$ cat config.mk
export PLATFORM = sky130hd
export DESIGN_NAME = uart_cmd_rx
export DESIGN_NICKNAME = d
export VERILOG_FILES = /design/src/rtl/uart_cmd_rx.sv
export SDC_FILE = /design/constraint.sdc
export NUM_CORES = 1
export LEC_CHECK = 0
export CORE_MARGIN = 2
export CORE_UTILIZATION = 45
export CTS_CLUSTER_DIAMETER = 100
export DETAILED_ROUTE_END_ITERATION = 12
export PLACE_DENSITY = 0.73
export SLEW_MARGIN = 20
export SYNTH_ARGS = -nofsm -noshare
export SYNTH_HDL_FRONTEND = slang
export SYNTH_SLANG_ARGS = --single-unit
$ cat constraint.sdc
create_clock -name sys_clk_i -period 2.1 [get_ports sys_clk_i]
set_input_delay 0.42 -clock sys_clk_i [delete_from_list [all_inputs] [get_ports sys_clk_i]]
set_output_delay 0.42 -clock sys_clk_i [all_outputs]
set_load 0.01 [all_outputs]
$ cat src/rtl/uart_cmd_rx.sv
// ---------------------------------------------------------------------------
// uart_cmd_rx : 8N1 UART receiver with a small receive buffer.
//
// Optional feature macro: UART_CMD_RX_FIFO_EN
//   defined   -> 4-entry FIFO, uart_dat_o shows the oldest entry.
//   undefined -> single holding register.
//
// Parameters
//   CLK_DIV      system clock cycles per bit (8..1023)
//
// Ports
//   sys_clk_i    system clock, rising edge
//   sys_rst_n_i  asynchronous active-low reset
//   uart_rx      serial line, asynchronous, idle high
//   uart_rd_i    pop / acknowledge the byte on uart_dat_o
//   uart_dat_o   byte at head of buffer
//   uart_rdy_o   uart_dat_o holds an unread byte
//   uart_ferr_o  one-cycle framing error pulse
//   uart_ovf_o   sticky overrun flag (cleared by reset only)
//   uart_busy_o  receiver FSM not idle
// ---------------------------------------------------------------------------
module uart_cmd_rx #(
  parameter int CLK_DIV = 83
) (
  input  logic       sys_clk_i,
  input  logic       sys_rst_n_i,
  input  logic       uart_rx,
  input  logic       uart_rd_i,
  output logic [7:0] uart_dat_o,
  output logic       uart_rdy_o,
  output logic       uart_ferr_o,
  output logic       uart_ovf_o,
  output logic       uart_busy_o
);

  // Half-bit load centres the start-bit check; full-bit load steps bit centres.
  localparam logic [9:0] HALF_LD = 10'(CLK_DIV / 2 - 1);
  localparam logic [9:0] FULL_LD = 10'(CLK_DIV - 1);

  typedef enum logic [2:0] {
    IDLE      = 3'd0,
    START     = 3'd1,
    DATA      = 3'd2,
    STOP      = 3'd3,
    WAIT_HIGH = 3'd4
  } state_t;

  state_t      state_r, state_nxt_s;
  logic [9:0]  cnt_r, cnt_nxt_s;
  logic [2:0]  bit_idx_r, bit_idx_nxt_s;
  logic [7:0]  shift_r, shift_nxt_s;
  logic        rx_meta_r, rx_sync_r;
  logic        accept_s, ferr_s;
  logic        ferr_r, busy_r, ovf_r, rdy_r;
  logic [7:0]  dat_r;
  logic        rdy_nxt_s;
  logic [7:0]  dat_nxt_s;
  logic        pop_s, push_s, full_s, ovf_set_s;

  // Two-flop synchronizer; resets to the idle-high line level.
  always_ff @(posedge sys_clk_i or negedge sys_rst_n_i) begin
    if (!sys_rst_n_i) begin
      rx_meta_r <= 1'b1;
      rx_sync_r <= 1'b1;
    end else begin
      rx_meta_r <= uart_rx;
      rx_sync_r <= rx_meta_r;
    end
  end

  // FSM state, bit timing counter, bit index, shift register and status flops.
  always_ff @(posedge sys_clk_i or negedge sys_rst_n_i) begin
    if (!sys_rst_n_i) begin
      state_r   <= IDLE;
      cnt_r     <= 10'd0;
      bit_idx_r <= 3'd0;
      shift_r   <= 8'h00;
      ferr_r    <= 1'b0;
      busy_r    <= 1'b0;
    end else begin
      state_r   <= state_nxt_s;
      cnt_r     <= cnt_nxt_s;
      bit_idx_r <= bit_idx_nxt_s;
      shift_r   <= shift_nxt_s;
      ferr_r    <= ferr_s;
      busy_r    <= (state_nxt_s != IDLE);
    end
  end

  // Next-state logic: every state acts only when the bit counter reaches zero.
  always_comb begin
    state_nxt_s   = state_r;
    cnt_nxt_s     = cnt_r;
    bit_idx_nxt_s = bit_idx_r;
    shift_nxt_s   = shift_r;
    accept_s      = 1'b0;
    ferr_s        = 1'b0;
    case (state_r)
      IDLE: begin
        if (!rx_sync_r) begin
          state_nxt_s = START;
          cnt_nxt_s   = HALF_LD;
        end else begin
          state_nxt_s = IDLE;
        end
      end
      START: begin
        if (cnt_r != 10'd0) begin
          cnt_nxt_s = cnt_r - 10'd1;
        end else if (rx_sync_r) begin
          state_nxt_s = IDLE;               // glitch: silently abandon
        end else begin
          state_nxt_s   = DATA;
          cnt_nxt_s     = FULL_LD;
          bit_idx_nxt_s = 3'd0;
        end
      end
      DATA: begin
        if (cnt_r != 10'd0) begin
          cnt_nxt_s = cnt_r - 10'd1;
        end else begin
          shift_nxt_s = {rx_sync_r, shift_r[7:1]};   // LSB arrives first
          cnt_nxt_s   = FULL_LD;
          if (bit_idx_r == 3'd7) begin
            state_nxt_s = STOP;
          end else begin
            bit_idx_nxt_s = bit_idx_r + 3'd1;
          end
        end
      end
      STOP: begin
        if (cnt_r != 10'd0) begin
          cnt_nxt_s = cnt_r - 10'd1;
        end else if (rx_sync_r) begin
          accept_s    = 1'b1;
          state_nxt_s = IDLE;
        end else begin
          ferr_s      = 1'b1;
          state_nxt_s = WAIT_HIGH;          // hold off until the break ends
        end
      end
      WAIT_HIGH: begin
        if (rx_sync_r) begin
          state_nxt_s = IDLE;
        end else begin
          state_nxt_s = WAIT_HIGH;
        end
      end
      default: begin
        state_nxt_s = IDLE;
      end
    endcase
  end

`ifdef UART_CMD_RX_FIFO_EN
  logic [3:0][7:0] mem_r, mem_nxt_s;
  logic [1:0]      wr_ptr_r, wr_ptr_nxt_s, rd_ptr_r, rd_ptr_nxt_s;
  logic [2:0]      fifo_cnt_r, fifo_cnt_nxt_s;

  // FIFO storage and pointers.
  always_ff @(posedge sys_clk_i or negedge sys_rst_n_i) begin
    if (!sys_rst_n_i) begin
      mem_r      <= '{default: 8'h00};
      wr_ptr_r   <= 2'd0;
      rd_ptr_r   <= 2'd0;
      fifo_cnt_r <= 3'd0;
    end else begin
      mem_r      <= mem_nxt_s;
      wr_ptr_r   <= wr_ptr_nxt_s;
      rd_ptr_r   <= rd_ptr_nxt_s;
      fifo_cnt_r <= fifo_cnt_nxt_s;
    end
  end

  // FIFO update; a pop frees a slot for a push in the same cycle.
  always_comb begin
    pop_s     = uart_rd_i && (fifo_cnt_r != 3'd0);
    full_s    = (fifo_cnt_r == 3'd4);
    push_s    = accept_s && (!full_s || pop_s);
    ovf_set_s = accept_s && full_s && !pop_s;
    mem_nxt_s = mem_r;
    if (push_s) begin
      mem_nxt_s[wr_ptr_r] = shift_r;
      wr_ptr_nxt_s        = wr_ptr_r + 2'd1;
    end else begin
      wr_ptr_nxt_s = wr_ptr_r;
    end
    if (pop_s) begin
      rd_ptr_nxt_s = rd_ptr_r + 2'd1;
    end else begin
      rd_ptr_nxt_s = rd_ptr_r;
    end
    case ({push_s, pop_s})
      2'b10:   fifo_cnt_nxt_s = fifo_cnt_r + 3'd1;
      2'b01:   fifo_cnt_nxt_s = fifo_cnt_r - 3'd1;
      default: fifo_cnt_nxt_s = fifo_cnt_r;
    endcase
    // Registered head so the output reflects this cycle's push/pop.
    dat_nxt_s = mem_nxt_s[rd_ptr_nxt_s];
    rdy_nxt_s = (fifo_cnt_nxt_s != 3'd0);
  end
`else
  // Single holding register; uart_rd_i acknowledges it.
  always_comb begin
    pop_s     = uart_rd_i && rdy_r;
    full_s    = rdy_r;
    push_s    = accept_s && (!full_s || pop_s);
    ovf_set_s = accept_s && full_s && !pop_s;
    if (push_s) begin
      dat_nxt_s = shift_r;
      rdy_nxt_s = 1'b1;
    end else if (pop_s) begin
      dat_nxt_s = dat_r;
      rdy_nxt_s = 1'b0;
    end else begin
      dat_nxt_s = dat_r;
      rdy_nxt_s = rdy_r;
    end
  end
`endif

  // Output head register, ready flag and sticky overrun.
  always_ff @(posedge sys_clk_i or negedge sys_rst_n_i) begin
    if (!sys_rst_n_i) begin
      dat_r <= 8'h00;
      rdy_r <= 1'b0;
      ovf_r <= 1'b0;
    end else begin
      dat_r <= dat_nxt_s;
      rdy_r <= rdy_nxt_s;
      ovf_r <= ovf_r | ovf_set_s;
    end
  end

  assign uart_dat_o  = dat_r;
  assign uart_rdy_o  = rdy_r;
  assign uart_ferr_o = ferr_r;
  assign uart_ovf_o  = ovf_r;
  assign uart_busy_o = busy_r;

endmodule

* Word-level counts from Yosys, hierarchy flattened
Cells that the tools add are included.
** Storage, ports and cells
- ROM bits :: 0
- Output and inout port bits :: 12
- Memory bits (writable) :: 0
- Latch bits :: 0
- Register bits after elaboration :: 38
- Bits of input ports :: 4
- Memories :: 0
- Word-level logic and storage cells :: 70
** Cells by class
- Muxes and demuxes :: 27
- Equal/unequal tests :: 12
- Add/subtract/negate cells :: 2
- Div/mod/pow operators :: 0
- Multipliers :: 0
- Shift operators :: 0
- Bitwise operators :: 2
- Reductions and logical operators :: 16
- Order comparisons :: 0
** Operator list (number)
- 2-to-1 mux 10 bit :: 5
- one-hot mux 10 bit (4 select lines) :: 1
- 2-to-1 mux 3 bit :: 9
- one-hot mux 3 bit (5 select lines) :: 1
- inequality test 2 bit (second input constant) :: 6
- nonzero test 10 bit :: 1
- subtractor 10 x 1 -> 10 bit (second input constant) :: 1
- 2-to-1 mux 1 bit :: 9
- == test 3 x 2 -> 1 bit (second input constant) :: 2
- == test 3 bit (second input constant) :: 2
- one-hot mux 3 bit (2 select lines) :: 1
- AND reduction 5 bit :: 1
- logical AND 1 bit :: 4
- AND reduction 4 bit :: 1
- nonzero test 2 bit :: 2
- nonzero test 4 bit :: 1
- adder 3 x 1 -> 3 bit (second input constant) :: 1
- == test 3 x 1 -> 1 bit (second input constant) :: 1
- logical NOT 3 bit :: 1
- inequality test 3 bit (second input constant) :: 1
- nonzero test 3 bit :: 1
- logical NOT 1 bit :: 2
- 2-to-1 mux 2 bit :: 1
- AND reduction 2 bit :: 1
- 3 further kinds :: 3

* Longest topological paths before layout
- Depth after elaboration :: 6
- Mapped depth :: 7
- Gate-level depth less buffers :: 7

* Worst setup path after synthesis
Ideal clock, no wire load.
- Path type :: register to register
- Start :: register cnt_r[0]
- End :: register dat_r[0] (netlist: uart_dat_o[0])
- Cell stages (with the launch flop) :: 8
- Data required time :: 1.975 ns
- Library setup time :: 0.125 ns
- Arrival time :: 1.924 ns
- Path slack :: 0.050 ns
- Cell sequence :: dfrtp_1 > inv_1 > ha_1 > nor3b_1 > nand3_4 > or3_1 > buf_6 > mux2_4
** Between the ends
- Longest elaborated chain between the ends :: 4
** Ends and longest elaborated chain
- from (decl) :: line 49 : logic [9:0] cnt_r, cnt_nxt_s;
- from (signal assigned) :: line 82 : cnt_r <= cnt_nxt_s;
- nonzero test 10 bit :: line 132 : if (cnt_r != 10'd0) begin
- 2-to-1 mux 1 bit :: line 132
- 2-to-1 mux 1 bit :: line 98 : case (state_r)
- logical AND 1 bit :: line 207 : push_s = accept_s && (!full_s || pop_s);
- to (signal assigned) :: line 229 : dat_r <= dat_nxt_s;
- to (decl) :: line 55 : logic [7:0] dat_r;
Every way passes these cells.
A chain may end at the register's enable or synchronous reset.

* Final worst setup path
- Start :: register cnt_r[1]
- End :: register cnt_r[9]
** Between the ends
- Longest elaborated chain between the ends :: 3
- Elaborated cells on any way between the ends :: 9
- Those cells by class :: add/sub: 1; eq/ne: 2; mux: 4; reduce/logical: 2
** Ends and longest elaborated chain (line)
- subtractor 10 x 1 -> 10 bit or nonzero test 10 bit (tied branches)
- 2-to-1 mux 10 bit (tied with other cells) :: 132
- one-hot mux 10 bit (4 select lines) or AND reduction 4 bit (tied branches)
Parallel ways exist; a longest one is shown, timed or not. The select of a mux whose other input is x is not followed.

==> flow_summary.ini <==
[global_routing]
antenna_found_initial = 0
grt-ovfl-total = 0
grt_pass1_wl_um = 7307
track_usage = 0.2183
grt_max_degree = 39
grt_pass1_vias = 1527

[placed_design]
dp_hpwl_um = 3074
dp.cells = 243
gp_congestion = 0.9266
postPlaceCellArea_mm2 = 0.002161
portBuffers = 15

[logic_synthesis]
yosys.area.top_type = dfrtp_1
muxShareOfSynthArea = 0.1238
synth.net_count = 176
synth_cells = 168
synth-simple-area-share = 0.1747
synth_cell_types = 45
synth_xor_area_frac = 0.004685
ys_seq_elements = 38
synth_compound_area_frac = 0.1325
yosys.area.top_type_share = 0.4819
syn_area_mm2 = 0.001869
ys_seq_area_frac = 0.5100
yosys_warnings = 0
yosys.area_share.adder = 0.02677
synth_area_leaders = dfrtp_1 (48%), mux2_4 (6.4%), mux2_2 (5.4%)
synth_top_family_by_area = simple AND/OR/NAND/NOR gates
synth_area_per_cell_um2 = 11.13

[finish]
final_cells = 254
syn_to_final_growth_pct = 25.90
antennaDiodeCount = 0
final_common_cell = dfrtp_1
drive_gt1_frac = 0.3284
layout_common_cells = dfrtp_1 (36), buf_4 (19), nor2_1 (14), clkdlybuf4s50_1 (14), nand2_1 (13)
fin_nets = 212
post-route-cell-area_mm2 = 0.002354

[clocking]
cts-htree-levels = 2
numCtsBuffers = 5
cts_tree = done
cts_sinks = 38
clkLatencyLatePin_ps = 290
cts_root_buf = clkbuf_8
cts_max_path_buffers = 2
cts_hold_buf = 0
clk_pin_slew_ps = 70

[die]
initial_core_util = 0.4673
die_h_um = 68.45
ioPinCount = 16
fp-row-count = 23
dieArea_mm2 = 0.004685
die_x_um = 68.45
coreArea_mm2 = 0.004000

[worst_setup_path]
timing.rr.start = cnt_r[1]
required_ps = 2230
worstSetupStartpoint = cnt_r[1]
rr_endpoint = cnt_r[9]
end_kind = flop
rr_worst_depth = 8
critPathLaunchType = flop
cp-endpoint = cnt_r[9]
critPathKind = reg -> reg
crit_arrival_ps = 2190
rrSetupSlack_ps = 40
crit_path_max_fanout = 5

[sta]
rsz0062_at_grt = yes
fin_worst_skew_ps = 5.512
post-route-period-util = 0.9811
tightestPinTransition_ps = 827.6
fmax_mhz = 485.4
setup_viol = 0
post-route-min-period_ps = 2060
slew_headroom = 0.4483
slew_violations = 0
tns_ps = 0
finalHoldViolations = 0

[detailed_routing]
avgRoutedWirePerCell_um = 17.29
vias = 1466
via_per_inst = 5.772
drcViolationCount = 0
firstDrtPassIters = 4
wirelength_um = 4392
drtAntennaViolNets = 0
first_iter_violations = 107

[power]
ir_worst_vdd_v = 0.001027
p_per_area_mw_per_mm2 = 1140
power.leakage_uw = 0.001103

[run_status]
status = finished clean

[min_path]
hold_class = in -> async

[job]
maxCapViolCount = 0
-- through the flow --
step / total power, µW / hold WS, ps / utilization / worst slack [ps]
floorplan: 1615 / 124.4 / - / 50.43
global placement: 1892 / 346.1 / 0.5402 / 61.58
detailed placement: 1945 / 356.0 / 0.5402 / -29.97
CTS: 2592 / 264.1 / 0.5693 / 5.829
global route: 2870 / 286.2 / 0.5884 / -58.30
finish: 2684 / 232.2 / 0.5884 / 39.67
-- area by class of cell --
class,instances,area (µm²)
fillers,319,1647
inverters,6,22.52
clock buffers,6,82.58
well taps,50,62.56
repair buffers,34,287.8
clock inverters,1,30.03
multi-input cells,119,914.6
flip-flops and latches,38,953.4
-- report_power, final --
part           internal [µW]  switching, µW  total (µW)
clock network            380            243         622
registers                853            180        1030
logic                    461            567        1030
total                   1690            990        2680
-- worst max-delay path, stage by stage, from the launching register on --
cell     delay [ps]
dfrtp_1         400
inv_2            80
ha_4            120
or4b_4          500
nor3_4          290
buf_4           160
o21ai_2         110
o21ai_0         100
a31oi_1         130
-- registers in the layout (all words and copies together) (netlist names) --
name	cells
uart_rdy_o	1
shift_r	8
state_r	3
bit_idx_r	3
uart_ovf_o	1
rx_meta_r	1
rx_sync_r	1
cnt_r	10
uart_dat_o	8
uart_ferr_o	1
uart_busy_o	1
-- what timing repair did --
| item | in CTS | in global routing |
|---|---|---|
| gates cloned | 0 | 0 |
| endpoints found under the setup margin | 3 | 27 |
| setup buffers | 0 | 4 |
| resized for setup | 1 | 13 |
| pin swaps | 0 | 5 |
-- cell usage after synthesis (all sizes together) --
library cell and count:
nand4 1, ha 4, o21bai 2, nand3b 1, a41o 1, nor4 3, nor2b 1, a31oi 5
a21oi 9, nand2 13, dfrtp 36, mux2 17, a21o 2, xnor2 1, a22o 1, nor3b 1
and2b 1, clkbuf 2, dfstp 2, inv 6, a211oi 1, or3 1, nor2 15, or2 2
nand2b 3, o31ai 2, o22ai 1, or4b 2, or4 1, a22oi 1, nand3 2, and2 1
nor3 8, mux2i 1, a221o 1, buf 3, o21ai 14
-- worst min-delay path by stage --
| stage | start | endpoint | slack, ps |
|---|---|---|---|
| global route | sys_rst_n_i | uart_dat_o[7] | 290 |
| finish | sys_rst_n_i | uart_dat_o[7] | 230 |
| CTS | sys_rst_n_i | cnt_r[6] | 260 |
| detailed placement | rx_meta_r | rx_sync_r | 360 |
| floorplan | sys_rst_n_i | bit_idx_r[0] | 120 |
| global placement | rx_meta_r | rx_sync_r | 350 |
-- routing by layer --
layer  vias to the layer above  GRT usage  share of wire
li1                        675          -              -
met1                       720     0.2422           0.39
met2                        53     0.3738           0.54
met3                        18    0.07566          0.044
met4                         0    0.09750          0.034
met5                         -          0              0
-- logic make-up after synthesis --
kind of cell / after synthesis
flip-flops: 38
adder cells (fa/ha/maj): 4
AO/OA/AOI/OAI: 40
XOR/XNOR: 1
buffers and inverters: 11
multiplexers: 18
AND/OR/NAND/NOR: 56
Power figures use the tool's default switching activity.
